**src/rtl/aes_ks_inv.sv**
```systemverilog
// AES-128 key schedule with reverse-order read-out for decryption.
//
// A load captures the cipher key and steps the schedule forward once per cycle
// until the round-10 key is held. After that, each next_i request steps the key
// back by one round, so a decryptor can consume round keys 10, 9, ..., 0.
//
// Ports:
//   clk      - clock, all state changes on the rising edge
//   rst      - synchronous active-high reset
//   load_i   - single-cycle pulse: sample key_i and start forward expansion
//   key_i    - 128-bit cipher key, word w0 = key_i[127:96]
//   next_i   - request the next lower round key (honoured only when ready)
//   ks_o     - current round key (registered)
//   round_o  - round index of ks_o, 0..10 (registered)
//   busy_o   - forward expansion in progress (registered)
//   ready_o  - ks_o valid for reverse-order consumption (registered)
module aes_ks_inv (
  input  logic         clk,
  input  logic         rst,
  input  logic         load_i,
  input  logic [127:0] key_i,
  input  logic         next_i,
  output logic [127:0] ks_o,
  output logic [3:0]   round_o,
  output logic         busy_o,
  output logic         ready_o
);

  typedef enum logic [1:0] {StIdle, StFwd, StRev} state_e;

  state_e       state_q, state_d;
  logic [127:0] ks_q, ks_d;
  logic [3:0]   round_q, round_d;
  logic         busy_q, busy_d;
  logic         ready_q, ready_d;

  // GF(2^8) multiply modulo x^8 + x^4 + x^3 + x + 1.
  function automatic logic [7:0] gf_mul(input logic [7:0] a, input logic [7:0] b);
    logic [7:0] p;
    logic [7:0] x;
    p = 8'h00;
    x = a;
    for (int i = 0; i < 8; i++) begin
      if (b[i]) p = p ^ x;
      x = {x[6:0], 1'b0} ^ (x[7] ? 8'h1b : 8'h00);
    end
    return p;
  endfunction

  // Forward S-box: multiplicative inverse as a^254 (0 maps to 0), then affine map.
  function automatic logic [7:0] sbox(input logic [7:0] a);
    logic [7:0] x2, x3, x12, x14, x15, x240, inv;
    x2   = gf_mul(a, a);
    x3   = gf_mul(x2, a);
    x12  = gf_mul(gf_mul(x3, x3), gf_mul(x3, x3));
    x14  = gf_mul(x12, x2);
    x15  = gf_mul(x12, x3);
    x240 = gf_mul(x15, x15);
    x240 = gf_mul(x240, x240);
    x240 = gf_mul(x240, x240);
    x240 = gf_mul(x240, x240);
    inv  = gf_mul(x240, x14);
    return inv ^ {inv[6:0], inv[7]} ^ {inv[5:0], inv[7:6]} ^ {inv[4:0], inv[7:5]}
           ^ {inv[3:0], inv[7:4]} ^ 8'h63;
  endfunction

  function automatic logic [7:0] rcon(input logic [3:0] idx);
    logic [7:0] r;
    case (idx)
      4'd1:    r = 8'h01;
      4'd2:    r = 8'h02;
      4'd3:    r = 8'h04;
      4'd4:    r = 8'h08;
      4'd5:    r = 8'h10;
      4'd6:    r = 8'h20;
      4'd7:    r = 8'h40;
      4'd8:    r = 8'h80;
      4'd9:    r = 8'h1b;
      4'd10:   r = 8'h36;
      default: r = 8'h00;
    endcase
    return r;
  endfunction

  logic [31:0]  w0, w1, w2, w3;
  logic [31:0]  sub_in, rot_in, t_word;
  logic [3:0]   rcon_idx;
  logic [31:0]  n0, n1, n2, n3;
  logic [31:0]  p0, p1, p2, p3;

  // One S-box word shared by both directions: forward uses w3, reverse uses the
  // recovered previous w3 (= w3 ^ w2).
  always_comb begin
    w0       = ks_q[127:96];
    w1       = ks_q[95:64];
    w2       = ks_q[63:32];
    w3       = ks_q[31:0];
    sub_in   = (state_q == StRev) ? (w3 ^ w2) : w3;
    rot_in   = {sub_in[23:0], sub_in[31:24]};
    rcon_idx = (state_q == StRev) ? round_q : (round_q + 4'd1);
    t_word   = {sbox(rot_in[31:24]), sbox(rot_in[23:16]), sbox(rot_in[15:8]),
                sbox(rot_in[7:0])} ^ {rcon(rcon_idx), 24'h000000};
    n0 = w0 ^ t_word;
    n1 = w1 ^ n0;
    n2 = w2 ^ n1;
    n3 = w3 ^ n2;
    p3 = w3 ^ w2;
    p2 = w2 ^ w1;
    p1 = w1 ^ w0;
    p0 = w0 ^ t_word;
  end

  always_comb begin
    state_d = state_q;
    ks_d    = ks_q;
    round_d = round_q;
    if (load_i) begin
      ks_d    = key_i;
      round_d = 4'd0;
      state_d = StFwd;
    end else begin
      case (state_q)
        StIdle: ;
        StFwd: begin
          ks_d    = {n0, n1, n2, n3};
          round_d = round_q + 4'd1;
          if (round_q == 4'd9) state_d = StRev;
        end
        StRev: begin
          if (next_i && (round_q != 4'd0)) begin
            ks_d    = {p0, p1, p2, p3};
            round_d = round_q - 4'd1;
          end
        end
        default: state_d = StIdle;
      endcase
    end
    // Flags are registered alongside the state so outputs come straight from flops.
    busy_d  = (state_d == StFwd);
    ready_d = (state_d == StRev);
  end

  always_ff @(posedge clk) begin
    if (rst) begin
      state_q <= StIdle;
      ks_q    <= '0;
      round_q <= '0;
      busy_q  <= 1'b0;
      ready_q <= 1'b0;
    end else begin
      state_q <= state_d;
      ks_q    <= ks_d;
      round_q <= round_d;
      busy_q  <= busy_d;
      ready_q <= ready_d;
    end
  end

  assign ks_o    = ks_q;
  assign round_o = round_q;
  assign busy_o  = busy_q;
  assign ready_o = ready_q;

endmodule
```
**config.mk**
```make
export PLATFORM = sky130hd
export DESIGN_NAME = aes_ks_inv
export DESIGN_NICKNAME = d
export VERILOG_FILES = /design/src/rtl/aes_ks_inv.sv
export SDC_FILE = /design/constraint.sdc
export NUM_CORES = 2
export LEC_CHECK = 0
export ABC_AREA = 0
export BUFFER_PORTS_ARGS = -buffer_cell sky130_fd_sc_hd__clkbuf_2
export CAP_MARGIN = 20
export CORE_MARGIN = 2
export CORE_UTILIZATION = 63
export CTS_CLUSTER_DIAMETER = 50
export DETAILED_ROUTE_END_ITERATION = 7
export HOLD_SLACK_MARGIN = 0.06
export PLACE_DENSITY = 0.82
export SYNTH_ARGS = -nofsm -noshare
export SYNTH_HDL_FRONTEND = slang
export SYNTH_SLANG_ARGS = --single-unit
```
**constraint.sdc**
```tcl
create_clock -name clk -period 25.2 [get_ports clk]
set_input_delay 5.04 -clock clk [delete_from_list [all_inputs] [get_ports clk]]
set_output_delay 5.04 -clock clk [all_outputs]
set_load 0.05 [all_outputs]
```
# Word level (Yosys, flattened, before mapping)
# Memories as Yosys holds them, arrays and structs flattened.
# Cells that the tools add are included.
[op_classes]
mux = 642
bitwise = 616
n_eq_ne = 7
n_reduce_logical = 9
add_sub_neg = 2
[op_table]
columns = ["op", "count"]
rows = [
  ["2-to-1 mux 8 bit", 352],
  ["XOR 8 bit", 324],
  ["XOR 8 x 5 -> 8 bit", 280],
  ["2-to-1 mux 5 bit", 280],
  ["2-to-1 mux 128 bit", 2],
  ["one-hot mux 128 bit (2 select lines)", 1],
  ["XOR 32 bit", 8],
  ["2-to-1 mux 32 bit", 1],
  ["NOT 4 bit", 4],
  ["2-to-1 mux 4 bit", 2],
  ["one-hot mux 4 bit (2 select lines)", 1],
  ["adder 4 x 1 -> 4 bit (second input constant)", 1],
  ["== test 2 x 1 -> 1 bit (second input constant)", 2],
  ["== test 2 bit (second input constant)", 2],
  ["== test 4 bit (second input constant)", 1],
  ["2-to-1 mux 2 bit", 2],
  ["one-hot mux 2 bit (2 select lines)", 1],
  ["AND reduction 2 bit", 2],
  ["nonzero test 4 bit", 1],
  ["OR reduction 2 bit", 2],
  ["subtractor 4 x 1 -> 4 bit (second input constant)", 1],
  ["inequality test 3 x 2 -> 1 bit (second input constant)", 1],
  ["nonzero test 3 bit", 1],
  ["logical NOT 2 bit", 1],
  ["other kinds (3)", 3],
]
[totals]
output_inout_bits = 134
word_cells = 1282
memories = 1
ff_bits = 136
romBits = 128
[memory_table]
columns = ["memory", "depth", "word_bits", "read_ports", "rd_ports_with_merged_regs", "write_ports", "line", "rtl"]
rows = [
  ["(no name shown)", 16, 8, 1, 0, 0, "69", "case (idx)"],
]

# Longest topological paths before layout
[logic_depth]
depth_word = 174
mapped_depth = 80
depth_no_buf = 69

# Worst setup path before layout
# No wires, ideal clock.
[synth_timing]
path_kind = "reg2reg"
from = "reg ks_q[48] (netlist: ks_o[48])"
to = "reg ks_q[62] (netlist: ks_o[62])"
slack_ns = 5.579
stages_incl_launch_ff = 77
t_required_ns = 25.122
path_buffers = 10
arrival_ns = 19.543
path_cell_list = "dfxtp_1 > nand3b_1 > xnor2_1 > inv_1 > ha_1 > clkbuf_1 > inv_1 > xnor3_1 > o31a_1 > o32ai_1 > xor2_1 > xnor3_1 > xnor3_1 > nand2_1 > xor2_1 > xnor3_1 > buf_2 > inv_2 > [... 41 more ...] > clkbuf_1 > xnor3_1 > nand2_1 > xnor2_1 > xnor2_2 > xnor3_1 > xnor2_1 > and4_1 > nor3_1 > xnor3_1 > xor3_1 > xnor3_1 > nand2b_1 > xor2_1 > nor2_1 > xor2_1 > nor2_1 > nor3_1"
[synth_via]
elab_chain_cells = 167
[synth_rtl]
columns = ["item", "line", "rtl"]
rows = [
  ["start: declaration", "32", "logic [127:0] ks_q, ks_d;"],
  ["start signal: assignment", "152", "ks_q <= ks_d;"],
  ["XOR 32 bit *", "98", "sub_in = (state_q == StRev) ? (w3 ^ w2) : w3;"],
  ["2-to-1 mux 32 bit *", "98", ""],
  ["2-to-1 mux 8 bit", "44", "if (b[i]) p = p ^ x;"],
  ["XOR 8 bit", "44", ""],
  ["2-to-1 mux 8 bit", "44", ""],
  ["XOR 8 bit", "44", ""],
  ["2-to-1 mux 8 bit", "44", ""],
  ["XOR 8 bit", "44", ""],
  ["[... 151 more ...]", "n/a", ""],
  ["XOR 8 bit *", "64", "^ {inv[3:0], inv[7:4]} ^ 8'h63;"],
  ["NOT 4 bit (no source line) *", "n/a", ""],
  ["XOR 32 bit *", "102", "sbox(rot_in[7:0])} ^ {rcon(rcon_idx), 24'h000000};"],
  ["XOR 32 bit *", "103", "n0 = w0 ^ t_word;"],
  ["XOR 32 bit *", "104", "n1 = w1 ^ n0;"],
  ["XOR 32 bit *", "105", "n2 = w2 ^ n1;"],
  ["one-hot mux 128 bit (2 select lines) *", "122", "case (state_q)"],
  ["2-to-1 mux 128 bit *", "117", "if (load_i) begin"],
]
# Mark *: on every way between the ends. The rest lies on a longest branch, timed or not.
# A chain may end at the register's enable or synchronous reset.

# Worst setup path after layout
[layout_timing]
from = "reg state_q[1]"
to = "reg ks_q[62] (netlist: ks_o[62])"
[layout_via]
elab_chain_cells = 167
[layout_rtl]
columns = ["item", "line", "rtl"]
rows = [
  ["start: declaration", "31", "state_e state_q, state_d;"],
  ["start signal: assignment", "145", "state_q <= StIdle;"],
  ["start signal: assignment", "151", "state_q <= state_d;"],
  ["== test 2 bit", "98, 100, 122", ""],
  ["2-to-1 mux 32 bit", "98", ""],
  ["2-to-1 mux 5 bit (tied with other cells)", "45", "x = {x[6:0], 1'b0} ^ (x[7] ? 8'h1b : 8'h00);"],
  ["XOR 8 x 5 -> 8 bit / XOR 8 bit (equally long branches)", "45, 44", ""],
  ["XOR 8 bit / 2-to-1 mux 8 bit (equally long branches)", "44", ""],
  ["2-to-1 mux 8 bit / XOR 8 bit (equally long branches)", "44", ""],
  ["XOR 8 bit / 2-to-1 mux 8 bit (equally long branches)", "44", ""],
  ["2-to-1 mux 8 bit / XOR 8 bit (equally long branches)", "44", ""],
  ["[... 151 more ...]", "n/a", ""],
  ["XOR 8 bit", "64", ""],
  ["NOT 4 bit (no source line)", "n/a", ""],
  ["XOR 32 bit", "102", ""],
  ["XOR 32 bit", "103", ""],
  ["XOR 32 bit", "104", ""],
  ["XOR 32 bit", "105", ""],
  ["one-hot mux 128 bit (2 select lines)", "122", ""],
  ["2-to-1 mux 128 bit", "117", ""],
]
# Parallel ways exist; a longest one is shown, timed or not.

==> results.sh <==
export IMPL_slew_viol_final=0
export IMPL_die_w_um=298
export IMPL_period_minus_slack_ps=23520
export IMPL_insertion_delay_ps=540
export IMPL_arrival_ps=23970
export IMPL_critical_path_top_delay_family="XOR/XNOR gates"
export IMPL_crit_slowest_cell="xnor3_1"
export IMPL_cts_sinks=136
export IMPL_yosysWarningCount=0
export IMPL_hold_viol=0
export IMPL_dieArea_sq_um=88700
export IMPL_placementRows=107
export IMPL_drc=0
export IMPL_whs_ps=603
export IMPL_setup_viol=0
export IMPL_synth_seq_cells=136
export IMPL_path_class="reg -> reg"
export IMPL_post_route_period_util_pct=93.3
export IMPL_ys_async_sr_fraction_pct=0
export IMPL_final_setup_tns_ps=0
export IMPL_drv_cap=0
export IMPL_slowest_delay_ps=1090
export IMPL_drtPass1Iterations=6
export IMPL_crit_buf_inv=9
export IMPL_clockRootBuffer="clkbuf_16"
export IMPL_drive_gt1_share_pct=10.1
export IMPL_use_met3_pct=6.30
export IMPL_fmax_mhz=42.5
export IMPL_initial_core_util_pct=63.7
export IMPL_fin_nets=7190
export IMPL_syn_avg_cell_area_sq_um=7.73
export IMPL_fp_dieH_um=298
export IMPL_synth_cell_area_sq_um=54400
export IMPL_portBuffers=265
export IMPL_grt_max_degree=101
export IMPL_grtUsageMet2_pct=56.0
export IMPL_dpl_hpwl_um=123000
export IMPL_core_area_sq_um=85400
export IMPL_hold_path_class="reg -> reg"
export IMPL_worstMarginPinSlew_ps=1140
export IMPL_met1_usage_pct=49.1
export IMPL_syn_num_nets=7202
export IMPL_cts_tree="yes"
export IMPL_critPathMaxFanout=33
export IMPL_postRouteAntennaNets=0
export IMPL_yosysSeqAreaShare_pct=5.01
export IMPL_clk_pin_slew_worst_paths_ps=80
export IMPL_cts_resized_gates=0
export IMPL_status="completed"
export IMPL_post_cts_buffers=0
export IMPL_synth_cell_types=119
export IMPL_avgViaCountPerCell=6.25
export IMPL_synth_ff_type="dfxtp_1"
export IMPL_slew_headroom_pct=23.8
export IMPL_rsz0062_at_grt="no"
export IMPL_top_usage_layer="met2"
export IMPL_grt_remaining_overflow=0
export IMPL_critPathLaunchType="flip-flop"
export IMPL_drt_iter0_markers=5870
export IMPL_cp_required_ps=25650
export IMPL_clock_path_buffers=2
export IMPL_wire_per_inst_um=20.2
export IMPL_vias=51149
export IMPL_fill_cells=7270
export IMPL_antenna_found_initial=5
export IMPL_gp_congestion=0.997
export IMPL_grt_use_total_pct=35.8
export IMPL_final_cell_mix="1349 x xnor2_1, 988 x nor2_1, 662 x nand2_1"
export IMPL_netlist_instances=7033
export IMPL_ctsHoldBuffers=0
export IMPL_io_pin_count=266
export IMPL_final_setup_skew_ps=21.0
export IMPL_cp_end_kind="flip-flop"
export IMPL_cp_common_cell="xnor3_1"
export IMPL_routed_wl_um=165000
export IMPL_grt_pass1_wl_um=261000
export IMPL_numCtsBuffers=17
export IMPL_grt_pass1_vias=47689
export IMPL_area_growth_pct=4.86
export IMPL_layout_commonest_cell="xnor2_1"
export IMPL_htreeDepth=4
export IMPL_synth_edff_count=0
## synthesized netlist by cell type, types with 49 or more instances
master | instances | area share [%]
a21oi_1 | 384 | 3.5
a31oi_1 | 53 | 0.61
and2_1 | 55 | 0.63
buf_2 | 95 | 0.87
clkbuf_1 | 286 | 2.0
dfxtp_1 | 136 | 5.0
inv_1 | 140 | 0.97
mux2i_1 | 178 | 3.3
nand2_1 | 663 | 4.6
nand2b_1 | 55 | 0.63
nand3_1 | 146 | 1.3
nor2_1 | 988 | 6.8
nor2b_1 | 99 | 1.1
nor3_1 | 149 | 1.4
o21a_1 | 49 | 0.68
o21ai_0 | 242 | 2.2
o22ai_1 | 83 | 0.95
or3_1 | 68 | 0.78
xnor2_1 | 1353 | 22
xnor2_2 | 77 | 2.3
xnor3_1 | 359 | 15
xor2_1 | 426 | 6.9
## final cells by class
class,count,area [sq um],share of cell area (%)
clock buffers,18,429,0.752
multi-input cells,6272,49100,86.1
repair buffers,430,2590,4.54
diodes,3,7.51,0.0132
inverters,164,619,1.09
flip-flops and latches,136,2720,4.78
clock inverters,14,135,0.237
well taps,1144,1430,2.51
## through the flow
stage / setup slack [ps] / instances / utilization, % / area, sq um
final: 1680 / 8181 / 66.8 / 57000
after global routing: 23.7 / 8179 / 66.8 / 57000
after CTS: 1870 / 8165 / 66.6 / 56900
after detailed placement: 1930 / 8133 / 66.0 / 56400
after global placement: 2520 / 8133 / 66.0 / 56400
after floorplan: 5580 / 7033 / - / 54400
## final timing paths
| check | from | endpoint | slack (ps) | cells after the start |
|---|---|---|---|---|
| worst max-delay path | state_q[1]$_SDFF_PP0_ | ks_o[62]$_SDFFE_PP0P_ | 1680 | 69 |
| worst min-delay path | round_o[1]$_SDFFE_PP0P_ | round_o[1]$_SDFFE_PP0P_ | 600 | 2 |
| worst max register to register | state_q[1]$_SDFF_PP0_ | ks_o[62]$_SDFFE_PP0P_ | 1680 | 69 |
| worst min register to register | round_o[1]$_SDFFE_PP0P_ | round_o[1]$_SDFFE_PP0P_ | 600 | 2 |
## routing by layer
layer	wire [um]	vias to the layer above
met2	73300	2680
met4	6250	2
met1	67900	24166
met5	13	-
met3	17700	383
li1	-	23918
## tightest hold or removal path, cell delays in order (launching register included)
cell       delay [ps]
dfxtp_1           360
inv_1             110
a2111oi_0          90
## state kept, by name, indices dropped and copies added, names as in the netlist
register	count
round_o	4
ready_o	1
ks_o	128
busy_o	1
state_q	2
## logic make-up (layout without fill, tap and decap cells)
| logic type | count (synthesis) | in the layout | synth area share [%] |
|---|---|---|---|
| mux | 211 | 211 | 3.99 |
| xor+xnor | 2317 | 2317 | 49.8 |
| flops | 136 | 136 | 5.01 |
| buf+inv | 625 | 626 | 4.86 |
| compound gates | 1261 | 1261 | 15.1 |
| simple gates | 2446 | 2446 | 20.4 |
| other cells | 0 | 3 | 0 |
| fa+ha+maj | 37 | 37 | 0.851 |
Power is left out: the tool's default activity adds up to more than one toggle a clock period on the data nets, which glitch-free logic cannot reach.
